## src/rtl/cluster_rst_seq_pkg.sv

```systemverilog
// Shared definitions for the cluster reset sequencer.
// State encoding and widths used by the FSM and the bench.
package cluster_rst_seq_pkg;

  localparam int SEQ_STATE_W = 3;

  typedef enum logic [SEQ_STATE_W-1:0] {
    SEQ_RST    = 3'd0,
    SEQ_RAMP   = 3'd1,
    SEQ_SETTLE = 3'd2,
    SEQ_RUN    = 3'd3,
    SEQ_WARM   = 3'd4,
    SEQ_DBG    = 3'd5
  } seq_state_e;

endpackage

```

## src/rtl/rst_seq_cnt.sv

```systemverilog
// Shared interval counter: clear wins over enable, done when
// cnt == limit-1 so a phase of N cycles ends on its Nth edge.
// Ports: clk, rst_n, clr, en, limit -> done.
module rst_seq_cnt #(
  parameter int CNT_W = 8
) (
  input  logic             clk,
  input  logic             rst_n,
  input  logic             clr,
  input  logic             en,
  input  logic [CNT_W-1:0] limit,
  output logic             done
);

  logic [CNT_W-1:0] cnt_q;
  logic [CNT_W-1:0] cnt_d;

  always_comb begin
    cnt_d = cnt_q;
    if (clr) begin
      cnt_d = '0;
    end else if (en) begin
      cnt_d = cnt_q + CNT_W'(1);
    end
  end

  always_ff @(posedge clk or negedge rst_n) begin
    if (!rst_n) begin
      cnt_q <= '0;
    end else begin
      cnt_q <= cnt_d;
    end
  end

  assign done = (cnt_q == limit - CNT_W'(1));

endmodule

```

## src/rtl/cluster_rst_seq.sv

```systemverilog
// Cold-boot clock ramp, global reset release and run-mode
// warm-reset / debug-init pulses for the cluster headers.
module cluster_rst_seq
  import cluster_rst_seq_pkg::*;
#(
  parameter int NUM_CLUSTERS = 4,
  parameter int STAGGER      = 2,
  parameter int RST_DLY      = 16,
  parameter int DBG_PULSE    = 4,
  parameter int CNT_W        = 8
) (
  input  logic                    gclk,
  input  logic                    arst_l,
  input  logic                    warm_rst_req,
  input  logic                    dbg_req,
  input  logic [NUM_CLUSTERS-1:0] cken_mask,
  output logic [NUM_CLUSTERS-1:0] cluster_cken,
  output logic                    grst_l,
  output logic                    gdbginit_l,
  output logic [SEQ_STATE_W-1:0]  seq_state,
  output logic                    seq_ready
);

  localparam int IDX_W =
    (NUM_CLUSTERS > 1) ? $clog2(NUM_CLUSTERS) : 1;
  localparam logic [IDX_W-1:0] LAST =
    IDX_W'(NUM_CLUSTERS - 1);

  seq_state_e              state_q, state_d;
  logic [NUM_CLUSTERS-1:0] cken_en_q, cken_en_d;
  logic [NUM_CLUSTERS-1:0] cken_q, cken_d;
  logic [IDX_W-1:0]        idx_q, idx_d;
  logic                    grst_q, grst_d;
  logic                    dbgi_q, dbgi_d;
  logic                    ready_q, ready_d;

  logic             cnt_clr;
  logic             cnt_en;
  logic             cnt_done;
  logic [CNT_W-1:0] cnt_lim;

  rst_seq_cnt #(.CNT_W(CNT_W)) u_cnt (
    .clk   (gclk),
    .rst_n (arst_l),
    .clr   (cnt_clr),
    .en    (cnt_en),
    .limit (cnt_lim),
    .done  (cnt_done)
  );

  always_comb begin
    state_d   = state_q;
    cken_en_d = cken_en_q;
    idx_d     = idx_q;
    grst_d    = grst_q;
    dbgi_d    = dbgi_q;
    cnt_clr   = 1'b0;
    cnt_en    = 1'b0;
    cnt_lim   = CNT_W'(STAGGER);
    unique case (state_q)
      // The RST exit edge is the first ramp count cycle.
      SEQ_RST, SEQ_RAMP: begin
        state_d = SEQ_RAMP;
        cnt_lim = CNT_W'(STAGGER);
        if (cnt_done) begin
          cken_en_d[idx_q] = 1'b1;
          cnt_clr          = 1'b1;
          if (idx_q == LAST) begin
            state_d = SEQ_SETTLE;
          end else begin
            idx_d = idx_q + IDX_W'(1);
          end
        end else begin
          cnt_en = 1'b1;
        end
      end
      SEQ_SETTLE: begin
        cnt_lim = CNT_W'(RST_DLY);
        if (cnt_done) begin
          state_d = SEQ_RUN;
          grst_d  = 1'b1;
          dbgi_d  = 1'b1;
          cnt_clr = 1'b1;
        end else begin
          cnt_en = 1'b1;
        end
      end
      SEQ_RUN: begin
        cnt_clr = 1'b1;
        if (warm_rst_req) begin
          state_d = SEQ_WARM;
          grst_d  = 1'b0;
        end else if (dbg_req) begin
          state_d = SEQ_DBG;
          dbgi_d  = 1'b0;
        end
      end
      SEQ_WARM: begin
        cnt_lim = CNT_W'(RST_DLY);
        if (warm_rst_req) begin
          cnt_clr = 1'b1;
        end else if (cnt_done) begin
          state_d = SEQ_RUN;
          grst_d  = 1'b1;
          cnt_clr = 1'b1;
        end else begin
          cnt_en = 1'b1;
        end
      end
      SEQ_DBG: begin
        cnt_lim = CNT_W'(DBG_PULSE);
        if (warm_rst_req) begin
          state_d = SEQ_WARM;
          grst_d  = 1'b0;
          dbgi_d  = 1'b1;
          cnt_clr = 1'b1;
        end else if (cnt_done) begin
          state_d = SEQ_RUN;
          dbgi_d  = 1'b1;
          cnt_clr = 1'b1;
        end else begin
          cnt_en = 1'b1;
        end
      end
      default: begin
        state_d = SEQ_RST;
        cnt_clr = 1'b1;
      end
    endcase
    cken_d  = cken_en_d & cken_mask;
    ready_d = (state_d == SEQ_RUN);
  end

  always_ff @(posedge gclk or negedge arst_l) begin
    if (!arst_l) begin
      state_q   <= SEQ_RST;
      cken_en_q <= '0;
      cken_q    <= '0;
      idx_q     <= '0;
      grst_q    <= 1'b0;
      dbgi_q    <= 1'b0;
      ready_q   <= 1'b0;
    end else begin
      state_q   <= state_d;
      cken_en_q <= cken_en_d;
      cken_q    <= cken_d;
      idx_q     <= idx_d;
      grst_q    <= grst_d;
      dbgi_q    <= dbgi_d;
      ready_q   <= ready_d;
    end
  end

  assign cluster_cken = cken_q;
  assign grst_l       = grst_q;
  assign gdbginit_l   = dbgi_q;
  assign seq_state    = state_q;
  assign seq_ready    = ready_q;

endmodule

```

## config.mk

```make
export PLATFORM = sky130hd
export DESIGN_NAME = cluster_rst_seq
export DESIGN_NICKNAME = d
export VERILOG_FILES = /design/src/rtl/cluster_rst_seq_pkg.sv /design/src/rtl/rst_seq_cnt.sv /design/src/rtl/cluster_rst_seq.sv
export SDC_FILE = /design/constraint.sdc
export NUM_CORES = 1
export LEC_CHECK = 0
export BUFFER_PORTS_ARGS = -buffer_cell sky130_fd_sc_hd__clkbuf_2
export CORE_AREA = 2 2 60 62
export CTS_BUF_LIST = sky130_fd_sc_hd__clkbuf_4
export CTS_CLUSTER_SIZE = 8
export DETAILED_ROUTE_END_ITERATION = 7
export DIE_AREA = 0 0 62 64
export GPL_ROUTABILITY_DRIVEN = 0
export PLACE_DENSITY_LB_ADDON = 0.3
export SYNTH_ARGS = -nofsm -noshare
export SYNTH_HDL_FRONTEND = slang
export SYNTH_HIERARCHICAL = 1
export SYNTH_SLANG_ARGS = --single-unit
```

## constraint.sdc

```tcl
create_clock -name gclk -period 3.34 [get_ports gclk]
set_input_delay 0.501 -clock gclk [delete_from_list [all_inputs] [get_ports gclk]]
set_output_delay 0.501 -clock gclk [all_outputs]
set_load 0.01 [all_outputs]
```

* After elaboration in Yosys (flattened, before gate mapping) *
Cells that the tools add are included.

word-level totals
  output and inout bits = 10
  bits in registers = 24
  logic and storage cells = 71
  bits of input ports = 8

cells by class
  bitwise operators = 3
  eq/ne operators = 12
  $add $sub $neg = 3
  mux-type cells = 30
  reductions and logical operators = 13
  magnitude comparators = 2

operators with widths
  operator                                                                count
  8-bit 2-to-1 mux                                                        2
  3-bit 2-to-1 mux                                                        5
  3-bit case mux with 5 select lines                                      1
  1-bit 2-to-1 mux                                                        12
  5-bit case mux with 2 select lines                                      1
  3-bit by 2-bit equality test with 1-bit output (second input constant)  3
  3-bit AND reduction                                                     3
  8-bit by 1-bit adder with 8-bit output (second input constant)          1
  8-bit equality test                                                     1
  4-bit 2-to-1 mux                                                        2
  2-bit OR reduction                                                      4
  3-bit equality test (second input constant)                             2
  2-bit inequality test (second input constant)                           3
  1-bit case mux with 3 select lines                                      2
  3-bit nonzero test                                                      2
  5-bit by 1-bit subtractor with 6-bit output (second input constant)     1
  4-bit bitwise AND                                                       1
  2-bit 2-to-1 mux                                                        2
  4-bit OR                                                                1
  1-bit case mux with 2 select lines                                      2
  3-bit by 1-bit equality test with 1-bit output (second input constant)  1
  3-bit logical NOT                                                       1
  2-bit by 3-bit < comparator with 1-bit output (second input constant)   1
  3-bit OR reduction                                                      1
  other kinds (8)                                                         8

* Depth between registers and ports, before layout *
Gate-level depths: netlist of the first run.

  word-level depth = 10
  gate-level depth with buffers = 14
  mapped depth without buffers = 13

* Hierarchy *
Netlist of the first run, hierarchy kept.

modules (own cells, without submodules)
  module           sequential area each (µm²)  cells each  area an instance (µm²)  times used
  cluster_rst_seq  400.4                       78          820.8                   1
  rst_seq_cnt      200.2                       70          633.1                   1

* Worst setup path before layout of the first run *
No wires, ideal clock.

  path type = register -> register
  start point = reg state_q[2], in the netlist seq_state[2]
  end point = reg u_cnt.cnt_q[6]
  setup time = 0.132 ns
  arrival time = 3.142 ns
  data required time = 3.208 ns
  slack = 0.066 ns
  cell stages (with the launch flop) = 15
  clock period less this slack = 3.274 ns
  buffers on the path = 1
  cell sequence = dfrtp_1 -> nand2b_1 -> nor2_1 -> nor2_1 -> inv_1 -> ha_1 -> or3b_1 -> a211oi_1 -> o211ai_1 -> a211oi_1 -> a211o_1 -> clkbuf_1 -> o2111ai_1 -> xor2_1 -> nor2_1

on the way
  word-level cells in the longest chain between the ends = 9
  elaborated cells on any way between the ends = 19
  classes of those cells = 1 x add/sub; 5 x eq/ne; 8 x mux; 5 x reduce/logical

ends and longest elaborated chain
  what                                                                                   RTL line                text
  from (decl)                                                                            cluster_rst_seq.sv:29   seq_state_e state_q, state_d;
  from (signal assigned)                                                                 cluster_rst_seq.sv:144  state_q <= state_d;
  3-bit equality test or 3-bit by 2-bit equality test with 1-bit output (tied branches)  cluster_rst_seq.sv:60   unique case (state_q)
  2-bit OR reduction (no line)                                                           -
  5-bit case mux with 2 select lines (*)                                                 cluster_rst_seq.sv:60
  net cnt_lim[1]                                                                         cluster_rst_seq.sv:40   logic [CNT_W-1:0] cnt_lim;
  5-bit by 1-bit subtractor with 6-bit output (*)                                        rst_seq_cnt.sv:35       assign done = (cnt_q == limit - CNT_W'(1));
  8-bit equality test (*)                                                                rst_seq_cnt.sv:35
  net cnt_done                                                                           cluster_rst_seq.sv:39   logic cnt_done;
  1-bit 2-to-1 mux (*)                                                                   -
  1-bit 2-to-1 mux                                                                       cluster_rst_seq.sv:100  if (warm_rst_req) begin
  1-bit case mux with 2 select lines (*)                                                 cluster_rst_seq.sv:60
  net cnt_clr                                                                            cluster_rst_seq.sv:37   logic cnt_clr;
  8-bit 2-to-1 mux or 2-bit nonzero test (tied branches)                                 -
  to (signal assigned)                                                                   rst_seq_cnt.sv:31       cnt_q <= cnt_d;
  to (decl)                                                                              rst_seq_cnt.sv:15       logic [CNT_W-1:0] cnt_q;

Mark *: on every way through the listed nets, which the timed path passes. The rest lies on a longest branch.
A chain may end at the register's enable or synchronous reset.

* Worst setup path in the final report of the first run *
Same ends and word-level chain as after synthesis.

==> flow_summary.json, run 1 <==
{
  "ys_async_sr_fraction_pct": 100,
  "worst_slew_pin_slew_ns": 0.582,
  "netlist_instances": 148,
  "route.antenna.remaining_nets": 0,
  "syn_area_sq_um": 1450,
  "grt_usage_pct": 16.0,
  "layout_setup_ws_ns": 0.169,
  "cts-root-buf": "clkbuf_4",
  "yosys_warnings": 6,
  "critPathMostFrequentCell": "nor2_1",
  "grt_max_degree": 25,
  "cts_buffers": 3,
  "worstRegToRegCells": 14,
  "layout-area-overhead-vs-synth_pct": 18.6,
  "path_class": "reg -> reg",
  "peakVddDrop_v": 0.000290,
  "dpl_cell_area_sq_um": 1680,
  "cts_resized": 0,
  "layout.nets": 206,
  "max_stage_delay_ns": 0.47,
  "rows": 21,
  "crit_chain": "nand2b_1, nor2_2, nor2_1, inv_1, ha_1, or3b_1, o31a_1, o211ai_1, a211oi_2, buf_4, a211o_1, o2111ai_1, xor2_1, nor2_1",
  "drt-total-wl_um": 2760,
  "htree_num_levels": 1,
  "synth_top_cell_by_area": "dfrtp_1",
  "maxSlewViolCount": 0,
  "timing.setup.tns_ns": 0,
  "place.detailed.hpwl_um": 2210,
  "power.density_nw_per_um2": 543,
  "maxCapViolCount": 0,
  "overflow": 0,
  "wl_per_cell_um": 11.8,
  "antenna_found_initial": 0,
  "start_kind": "flip-flop",
  "period_needed_ns": 3.17,
  "clk_pin_slew_worst_paths_ns": 0.13,
  "power.total_uw": 936,
  "setup_viol": 0,
  "crit_arrival_ns": 3.38,
  "postCtsSetupRepairBufs": 0,
  "cts_sinks": 24,
  "synth_cell_types": 46,
  "ys.flop_type": "dfrtp_1",
  "required_ns": 3.55,
  "r2r-start": "seq_state[2]",
  "final_core_util_pct": 52.5,
  "clk_latency_ns": 0.31,
  "yosysTopAreaCellShare_pct": 41.3,
  "r2r_end": "u_cnt/cnt_q[6]",
  "pin_count": 18,
  "layout-drive-gt1-share_pct": 20.2,
  "final_design_area_no_fill_sq_um": 1720,
  "synth_seq_cells": 24,
  "initial_core_util_pct": 44.3,
  "outcome": "complete, no violations",
  "portBuffers": 17,
  "end_kind": "flip-flop",
  "crit_slowest_cell": "dfrtp_2",
  "place_ws_ns": 0.137,
  "hold_viol_final": 0,
  "cts_hold_buf": 0,
  "leakagePower_nw": 0.862,
  "worstPathMaxFanout": 9,
  "num_vias": 1143,
  "rsz0062_at_grt": "yes",
  "drc_errors": 0,
  "reg2reg_slack_ns": 0.17,
  "cts_tree": "yes",
  "synth_edf_count": 0,
  "finClkSkew_ns": 0.00428,
  "worstHoldPathType": "in -> async",
  "dr.pass1.iters": 4,
  "ys_seq_area_share_pct": 41.3,
  "die_h_um": 64,
  "antennaDiodeCount": 0,
  "avgSynthCellArea_sq_um": 9.82,
  "synthTopCellsByArea": "dfrtp_1 41%, ha_1 7.7%, xor2_1 4.8%, nor2_1 4.4%, xnor2_1 4.2%",
  "die_area_sq_um": 3970,
  "first_global_vias": 1126,
  "vias_per_cell": 4.88,
  "relSlewSlack_pct": 61.2,
  "core-area_sq_um": 3280,
  "die_w_um": 62,
  "clock_path_buffers": 2,
  "first_iter_violations": 57,
  "period_share_pct": 94.9,
  "grt_pass1_wl_um": 4750,
  "final_cell_mix": "23 x dfrtp_1, 19 x conb_1, 17 x clkbuf_2",
  "max_clock_freq_mhz": 315,
  "mostFrequentLayoutCell": "dfrtp_1"
}
final cells by class:
| class | count | area, sq um |
|---|---|---|
| Sequential cell | 24 | 602 |
| Inverter | 7 | 26.3 |
| Clock inverter | 1 | 3.75 |
| Clock buffer | 3 | 22.5 |
| Fill cell | 321 | 1560 |
| Timing Repair Buffer | 21 | 115 |
| Tap cell | 46 | 57.6 |
| Multi-Input combinational cell | 132 | 897 |
metrics by stage:
| stage | hold WS, ns | instances |
|---|---|---|
| floorplan | 0.205 | 166 |
| global placement | 0.433 | 230 |
| detailed placement | 0.434 | 230 |
| CTS | 0.182 | 234 |
| global route | 0.202 | 234 |
| finish | 0.165 | 234 |
worst max-delay path by stage:
stage                       from        endpoint
floorplan           seq_state[2]  u_cnt/cnt_q[6]
global placement    seq_state[2]       seq_ready
detailed placement  seq_state[2]  u_cnt/cnt_q[7]
CTS                 seq_state[2]       seq_ready
global route        seq_state[2]  u_cnt/cnt_q[6]
finish              seq_state[2]  u_cnt/cnt_q[6]
metal layers:
metal  share of wire [%]  up-vias  GRT usage (%)  wire (um)
met5                   0        -              0          0
met4                0.62        0           3.99         17
met3                 1.3        2           2.43         36
met2                  52        6           26.3       1430
met1                  46      555           21.5       1280
li1                    -      580              -          -
cells by family (layout without fill, tap and decap cells):
family | Yosys count | count (layout) | share of synthesized area [%]
and+or+nand+nor | 59 | 59 | 23.6
adders and majority gates | 9 | 9 | 7.75
other | 1 | 19 | 0.258
DFF | 24 | 24 | 41.3
muxes | 1 | 1 | 0.688
xor gates and xnor gates | 15 | 15 | 9.04
AOI/OAI and AO/OA | 29 | 29 | 14.8
buffers and inverters | 10 | 32 | 2.58
worst max-delay path: cells and delay by family, from the launching register on:
kind / cells / cell delay (ns)
adders and majority gates: 1 / 0.21
buffers and inverters: 2 / 0.24
DFF: 1 / 0.47
and+or+nand+nor: 5 / 0.92
xor gates and xnor gates: 1 / 0.17
AOI/OAI and AO/OA: 5 / 1.06
registers in the layout, summed over array words and instances, names as in the netlist:
| name | count |
|---|---|
| idx_q | 2 |
| cluster_cken | 4 |
| seq_state | 3 |
| gdbginit_l | 1 |
| cken_en_q | 4 |
| grst_l | 1 |
| seq_ready | 1 |
| u_cnt/cnt_q | 8 |
where the power goes:
group	internal, mW	total [mW]	switching [mW]	leakage, nW
combinational	0.188	0.401	0.213	0.540
sequential	0.343	0.409	0.0655	0.307
clock	0.0436	0.126	0.0824	0.0154
synth_stat cells, drive strengths merged, types with 4 or more instances:
cell   instances
a21o           4
a21oi          7
and2           7
dfrtp         24
ha             9
inv            7
nand2          7
nor2          17
nor2b          4
nor3           5
o21ai          4
xnor2          7
xor2           8
(Power assumes the default switching activity.)
==> run 2, diff against run 1 <==
==> constraint.sdc (replaced) <==
create_clock -name gclk -period 2.85 [get_ports gclk]
set_input_delay 0.4275 -clock gclk [delete_from_list [all_inputs] [get_ports gclk]]
set_output_delay 0.4275 -clock gclk [all_outputs]
set_load 0.01 [all_outputs]
==> flow_summary.json, run 2 (synthesis gave the netlist of run 1 again) <==
{
  "finClkSkew_ns": 0.00163,
  "antennaDiodeCount": 0,
  "nFillCells": 299,
  "power.density_nw_per_um2": 677,
  "path_class": "reg -> reg",
  "pin_count": 18,
  "die_area_sq_um": 3970,
  "end_kind": "flip-flop",
  "worstHoldPathType": "in -> async",
  "start_kind": "flip-flop",
  "period_needed_ns": 2.79,
  "worstPathMaxFanout": 5,
  "max_clock_freq_mhz": 358,
  "drt-total-wl_um": 3050,
  "cts_sinks": 24,
  "layout.nets": 221,
  "leakagePower_nw": 0.957,
  "crit_arrival_ns": 3.04,
  "cts_tree": "yes",
  "maxSlewViolCount": 0,
  "first_iter_violations": 19,
  "top_register": "u_cnt/cnt_q",
  "grt_usage_pct": 16.1,
  "wl_per_cell_um": 12.2,
  "relSlewSlack_pct": 61.1,
  "clk_latency_ns": 0.30,
  "drc_errors": 0,
  "clk_pin_slew_worst_paths_ns": 0.13,
  "clock_path_buffers": 2,
  "final_cell_mix": "22 x dfrtp_1, 19 x buf_4, 19 x conb_1",
  "num_vias": 1236,
  "initial_core_util_pct": 44.3,
  "layout-area-overhead-vs-synth_pct": 35.9,
  "first_global_vias": 1240,
  "place.detailed.hpwl_um": 2300,
  "layout-drive-gt1-share_pct": 34.5,
  "outcome": "complete, no violations",
  "hold_viol_final": 0,
  "rows": 21,
  "cts_buffers": 3,
  "largest_reg_flops": 8,
  "worst_slew_pin_slew_ns": 0.584,
  "cts-root-buf": "clkbuf_4",
  "dr.pass1.iters": 5,
  "mostFrequentLayoutCell": "dfrtp_1",
  "setup_viol": 0,
  "rsz0062_at_grt": "yes",
  "peakVddDrop_v": 0.000435,
  "period_share_pct": 98.0,
  "required_ns": 3.10,
  "antenna_found_initial": 0,
  "power.total_mw": 1.34,
  "final_core_util_pct": 60.2,
  "maxCapViolCount": 0,
  "die_h_um": 64,
  "htree_num_levels": 1,
  "grt_max_degree": 25,
  "core-area_sq_um": 3280,
  "route.antenna.remaining_nets": 0,
  "vias_per_cell": 4.96,
  "overflow": 0,
  "die_w_um": 62,
  "grt_pass1_wl_um": 4980,
  "portBuffers": 17
}
## run 2: final timing paths
| check | depth (start not counted) | slack (ns) | from | endpoint |
|---|---|---|---|---|
| worst max-delay path | 14 | 0.06 | seq_state[2] | seq_state[0] |
| worst min-delay path | 1 | 0.1 | arst_l | cken_en_q[3] |
| worst max register to register | 14 | 0.06 | seq_state[2] | seq_state[0] |
| worst min register to register | 1 | 0.46 | cken_en_q[2] | cken_en_q[2] |
| max in group asynchronous | 1 | 2.34 | arst_l | seq_state[2] |
| min in group gclk | 2 | 0.32 | cken_mask[1] | cluster_cken[1] |
## run 2: stage by stage
step | setup WS [ns] | TNS (ns) | hold WS (ns) | std cells | area [sq um]
after global routing | -0.0651 | -0.258 | 0.130 | 249 | 1980
after global placement | 0.0439 | 0 | 0.432 | 240 | 1810
after CTS | 0.00892 | 0 | 0.0988 | 245 | 1880
final | 0.0576 | 0 | 0.0975 | 249 | 1980
after detailed placement | -0.0614 | -0.168 | 0.437 | 240 | 1810
after floorplan | 0.00472 | 0 | 0.132 | 166 | 1590
## run 2: area by class of cell
cell class	instances	area (sq um)	area share, %
multi-input cells	132	1010	51.0
clock buffers	3	22.5	1.14
repair buffers	36	228	11.5
clock inverters	1	30.0	1.52
flip-flops and latches	24	603	30.5
well taps	46	57.6	2.91
inverters	7	26.3	1.33
## run 2: critical path, cell delays in order (launching register included)
cell	delay [ns]
dfrtp_2	0.44
nand2b_4	0.15
nor2_4	0.11
nor2_4	0.05
inv_2	0.06
ha_4	0.12
or3b_4	0.41
nor4_4	0.21
o211ai_1	0.14
a211oi_2	0.29
buf_4	0.19
and4bb_2	0.27
a21oi_2	0.04
o221ai_2	0.06
nor2b_2	0.17
## run 2: timing repair
item                                    CTS  global route
gates resized for setup                   3            14
buffers inserted                          1             4
gates cloned                              0             0
pin swaps                                 4            13
hold buffers                              0             0
endpoints found under the setup margin    7            11
## run 2: layer usage
layer,up-vias,track usage (%),wire length (um)
met5,-,0,0
met1,613,20.6,1380
met3,2,2.63,55
met4,0,3.19,14
li1,613,-,-
met2,8,27.7,1590
## run 2: where the power goes
| group | switching (mW) | internal [mW] |
|---|---|---|
| Sequential | 0.0680 | 0.403 |
| Combinational | 0.319 | 0.309 |
| Clock | 0.0971 | 0.142 |
| Total | 0.484 | 0.853 |
==> run 3, diff against run 2 <==
--- a/config.mk
+++ b/config.mk
@@ -5,14 +5,16 @@
 export SDC_FILE = /design/constraint.sdc
 export NUM_CORES = 1
 export LEC_CHECK = 0
+export ABC_AREA = 1
 export BUFFER_PORTS_ARGS = -buffer_cell sky130_fd_sc_hd__clkbuf_2
-export CORE_AREA = 2 2 60 62
+export CORE_AREA = 2 2 63 65
 export CTS_BUF_LIST = sky130_fd_sc_hd__clkbuf_4
+export CTS_CLUSTER_DIAMETER = 150
 export CTS_CLUSTER_SIZE = 8
 export DETAILED_ROUTE_END_ITERATION = 7
-export DIE_AREA = 0 0 62 64
+export DIE_AREA = 0 0 65 67
 export GPL_ROUTABILITY_DRIVEN = 0
-export PLACE_DENSITY_LB_ADDON = 0.3
+export PLACE_DENSITY = 0.74
 export SYNTH_ARGS = -nofsm -noshare
 export SYNTH_HDL_FRONTEND = slang
 export SYNTH_HIERARCHICAL = 1
==> flow_summary.json, run 3 <==
{
  "worstPathMaxFanout": 8,
  "clock_path_buffers": 2,
  "critPathLaunch": "seq_state[2]",
  "ys_seq_area_share_pct": 36.9,
  "path_class": "reg -> reg",
  "synthXorXnorAreaFrac_pct": 4.84,
  "synthTopCellsByArea": "dfrtp_1 37%, nand2_1 16%, ha_1 6.9%, inv_1 6.7%, nor2_1 6.5%",
  "first_global_vias": 1349,
  "syn_area_sq_um": 1630,
  "layout.nets": 289,
  "ys.flop_type": "dfrtp_1",
  "yosysMostFrequentCell": "nand2_1",
  "relSlewSlack_pct": 62.0,
  "period_share_pct": 91.2,
  "die_area_sq_um": 4360,
  "finClkSkew_ns": 0.00686,
  "num_vias": 1451,
  "top_register": "u_cnt/cnt_q",
  "wl_per_cell_um": 9.58,
  "synth-simple-area-share_pct": 34.8,
  "required_ns": 3.05,
  "first_iter_violations": 33,
  "antenna_found_initial": 0,
  "max_clock_freq_mhz": 385,
  "peakVddDrop_v": 0.000429,
  "yosys_warnings": 6,
  "netlist_instances": 230,
  "vias_per_cell": 4.56,
  "fin_cells": 318,
  "synth-compound-area-share_pct": 8.22,
  "crit_arrival_ns": 2.80,
  "dpl_cell_area_sq_um": 1860,
  "worstRegToRegCells": 18,
  "worstHoldPathType": "in -> async",
  "start_kind": "flip-flop",
  "cts_hold_buf": 0,
  "period_needed_ns": 2.60,
  "overflow": 0,
  "htree_num_levels": 1,
  "synth_mux_area_share_pct": 0,
  "r2r_end": "u_cnt/cnt_q[5]",
  "grt_pass1_wl_um": 5510,
  "final_design_area_no_fill_sq_um": 1910,
  "crit_path_end": "u_cnt/cnt_q[5]",
  "synth_common_cells": "68 x nand2_1, 29 x inv_1, 28 x nor2_1, 24 x dfrtp_1, 15 x nand3_1",
  "dr.pass1.iters": 4,
  "grt_max_degree": 25,
  "nFillCells": 353,
  "layout-drive-gt1-share_pct": 18.9,
  "final_core_util_pct": 53.0,
  "end_kind": "flip-flop",
  "hold_viol_final": 0,
  "initial_core_util_pct": 45.2,
  "cts_buffers": 3,
  "synth_top_family_by_area": "simple AND/OR/NAND/NOR gates",
  "mostFrequentLayoutCell": "nand2_1",
  "hold_slack_ns": 0.0860,
  "setup_viol": 0,
  "clk_pin_slew_worst_paths_ns": 0.13,
  "maxCapViolCount": 0,
  "cts-root-buf": "clkbuf_4",
  "die_h_um": 67,
  "layout_setup_ws_ns": 0.251,
  "pin_count": 18,
  "largest_reg_flops": 8,
  "synth_top_cell_by_area": "dfrtp_1",
  "synth_cell_types": 26,
  "maxSlewViolCount": 0,
  "avgSynthCellArea_sq_um": 7.08,
  "route.antenna.remaining_nets": 0,
  "portBuffers": 17,
  "place_ws_ns": 0.172,
  "synth_edf_count": 0,
  "final_cell_mix": "67 x nand2_1, 28 x inv_1, 27 x nor2_1",
  "layout-area-overhead-vs-synth_pct": 17.3,
  "yosysTopAreaCellShare_pct": 36.9,
  "ys_async_sr_fraction_pct": 100,
  "reg2reg_slack_ns": 0.25,
  "outcome": "complete, no violations",
  "synth-adder-area-share_pct": 6.91,
  "cts_sinks": 24,
  "leakagePower_nw": 1.02,
  "clk_latency_ns": 0.30,
  "placed_cells": 313,
  "worst_slew_pin_slew_ns": 0.570,
  "r2r-start": "seq_state[2]",
  "rows": 22,
  "drt-total-wl_um": 3050,
  "grt_usage_pct": 16.0,
  "die_w_um": 65,
  "core-area_sq_um": 3610,
  "antennaDiodeCount": 0,
  "drc_errors": 0,
  "cts_tree": "yes",
  "power.density_nw_per_um2": 665,
  "synth_seq_cells": 24,
  "place.detailed.hpwl_um": 2440
}
==> run 3: worst min-delay path by stage <==
stage / slack (ns) / startpoint / end / cells past startpoint
2_1_floorplan: 0.13 / arst_l / cken_en_q[0] / 0
3_3_place_gp: 0.43 / cken_en_q[2] / cken_en_q[2] / 2
3_5_place_dp: 0.44 / cken_en_q[1] / cken_en_q[1] / 2
4_1_cts: 0.11 / arst_l / grst_l / 1
5_1_grt: 0.15 / arst_l / grst_l / 1
6_report: 0.09 / arst_l / grst_l / 1
==> run 3: repair_timing <==
action	in CTS	in global routing
setup endpoints to repair	0	10
buffers inserted	0	2
resized for setup	0	9
==> run 3: cell families after synthesis <==
group	after synthesis
compound gates	24
buf+inv	35
simple gates	128
flops	24
other cells	1
xor+xnor	9
fa+ha+maj	9
==> run 3: critical path, stage by stage, from the launching register on <==
cell and delay [ns]:
dfrtp_2 0.48, inv_2 0.08, nand3_2 0.14, nand2_1 0.09
nor2_1 0.13, inv_1 0.06, ha_1 0.28, xor2_1 0.14
nand3_1 0.08, nor2_1 0.11, nand3_1 0.08, nor2_2 0.13
a21oi_2 0.06, nand2_2 0.12, nor2_4 0.07, nor2_4 0.10
nand2_1 0.10, nor3_1 0.18, nor2_1 0.07
==> run 3: report_power, final <==
group / internal [mW] / switching, mW
clock: 0.0493 / 0.0947
sequential: 0.404 / 0.0784
combinational: 0.255 / 0.390
==> run 3: area by class of cell <==
cell class | count | area [sq um] | share of cell area, %
clock buffer | 3 | 22.5 | 1.18
inverter | 35 | 135 | 7.07
multi-input combinational | 186 | 966 | 50.6
sequential | 24 | 604 | 31.6
tap | 48 | 60.1 | 3.14
timing repair buffer | 22 | 123 | 6.42
==> run 3: layer usage <==
| metal | wire (um) | vias up | GRT usage [%] |
|---|---|---|---|
| met2 | 1480 | 20 | 28.1 |
| met1 | 1460 | 643 | 21.0 |
| met5 | 0 | - | 0 |
| met4 | 21 | 0 | 3.99 |
| met3 | 82 | 2 | 2.03 |
| li1 | - | 786 | - |
==> run 3: stage by stage <==
step,power [mW],setup TNS [ns]
2_1_floorplan,0.929,0
3_3_place_gp,1.08,0
3_5_place_dp,1.09,0
4_1_cts,1.24,0
5_1_grt,1.40,-0.0136
6_report,1.27,0
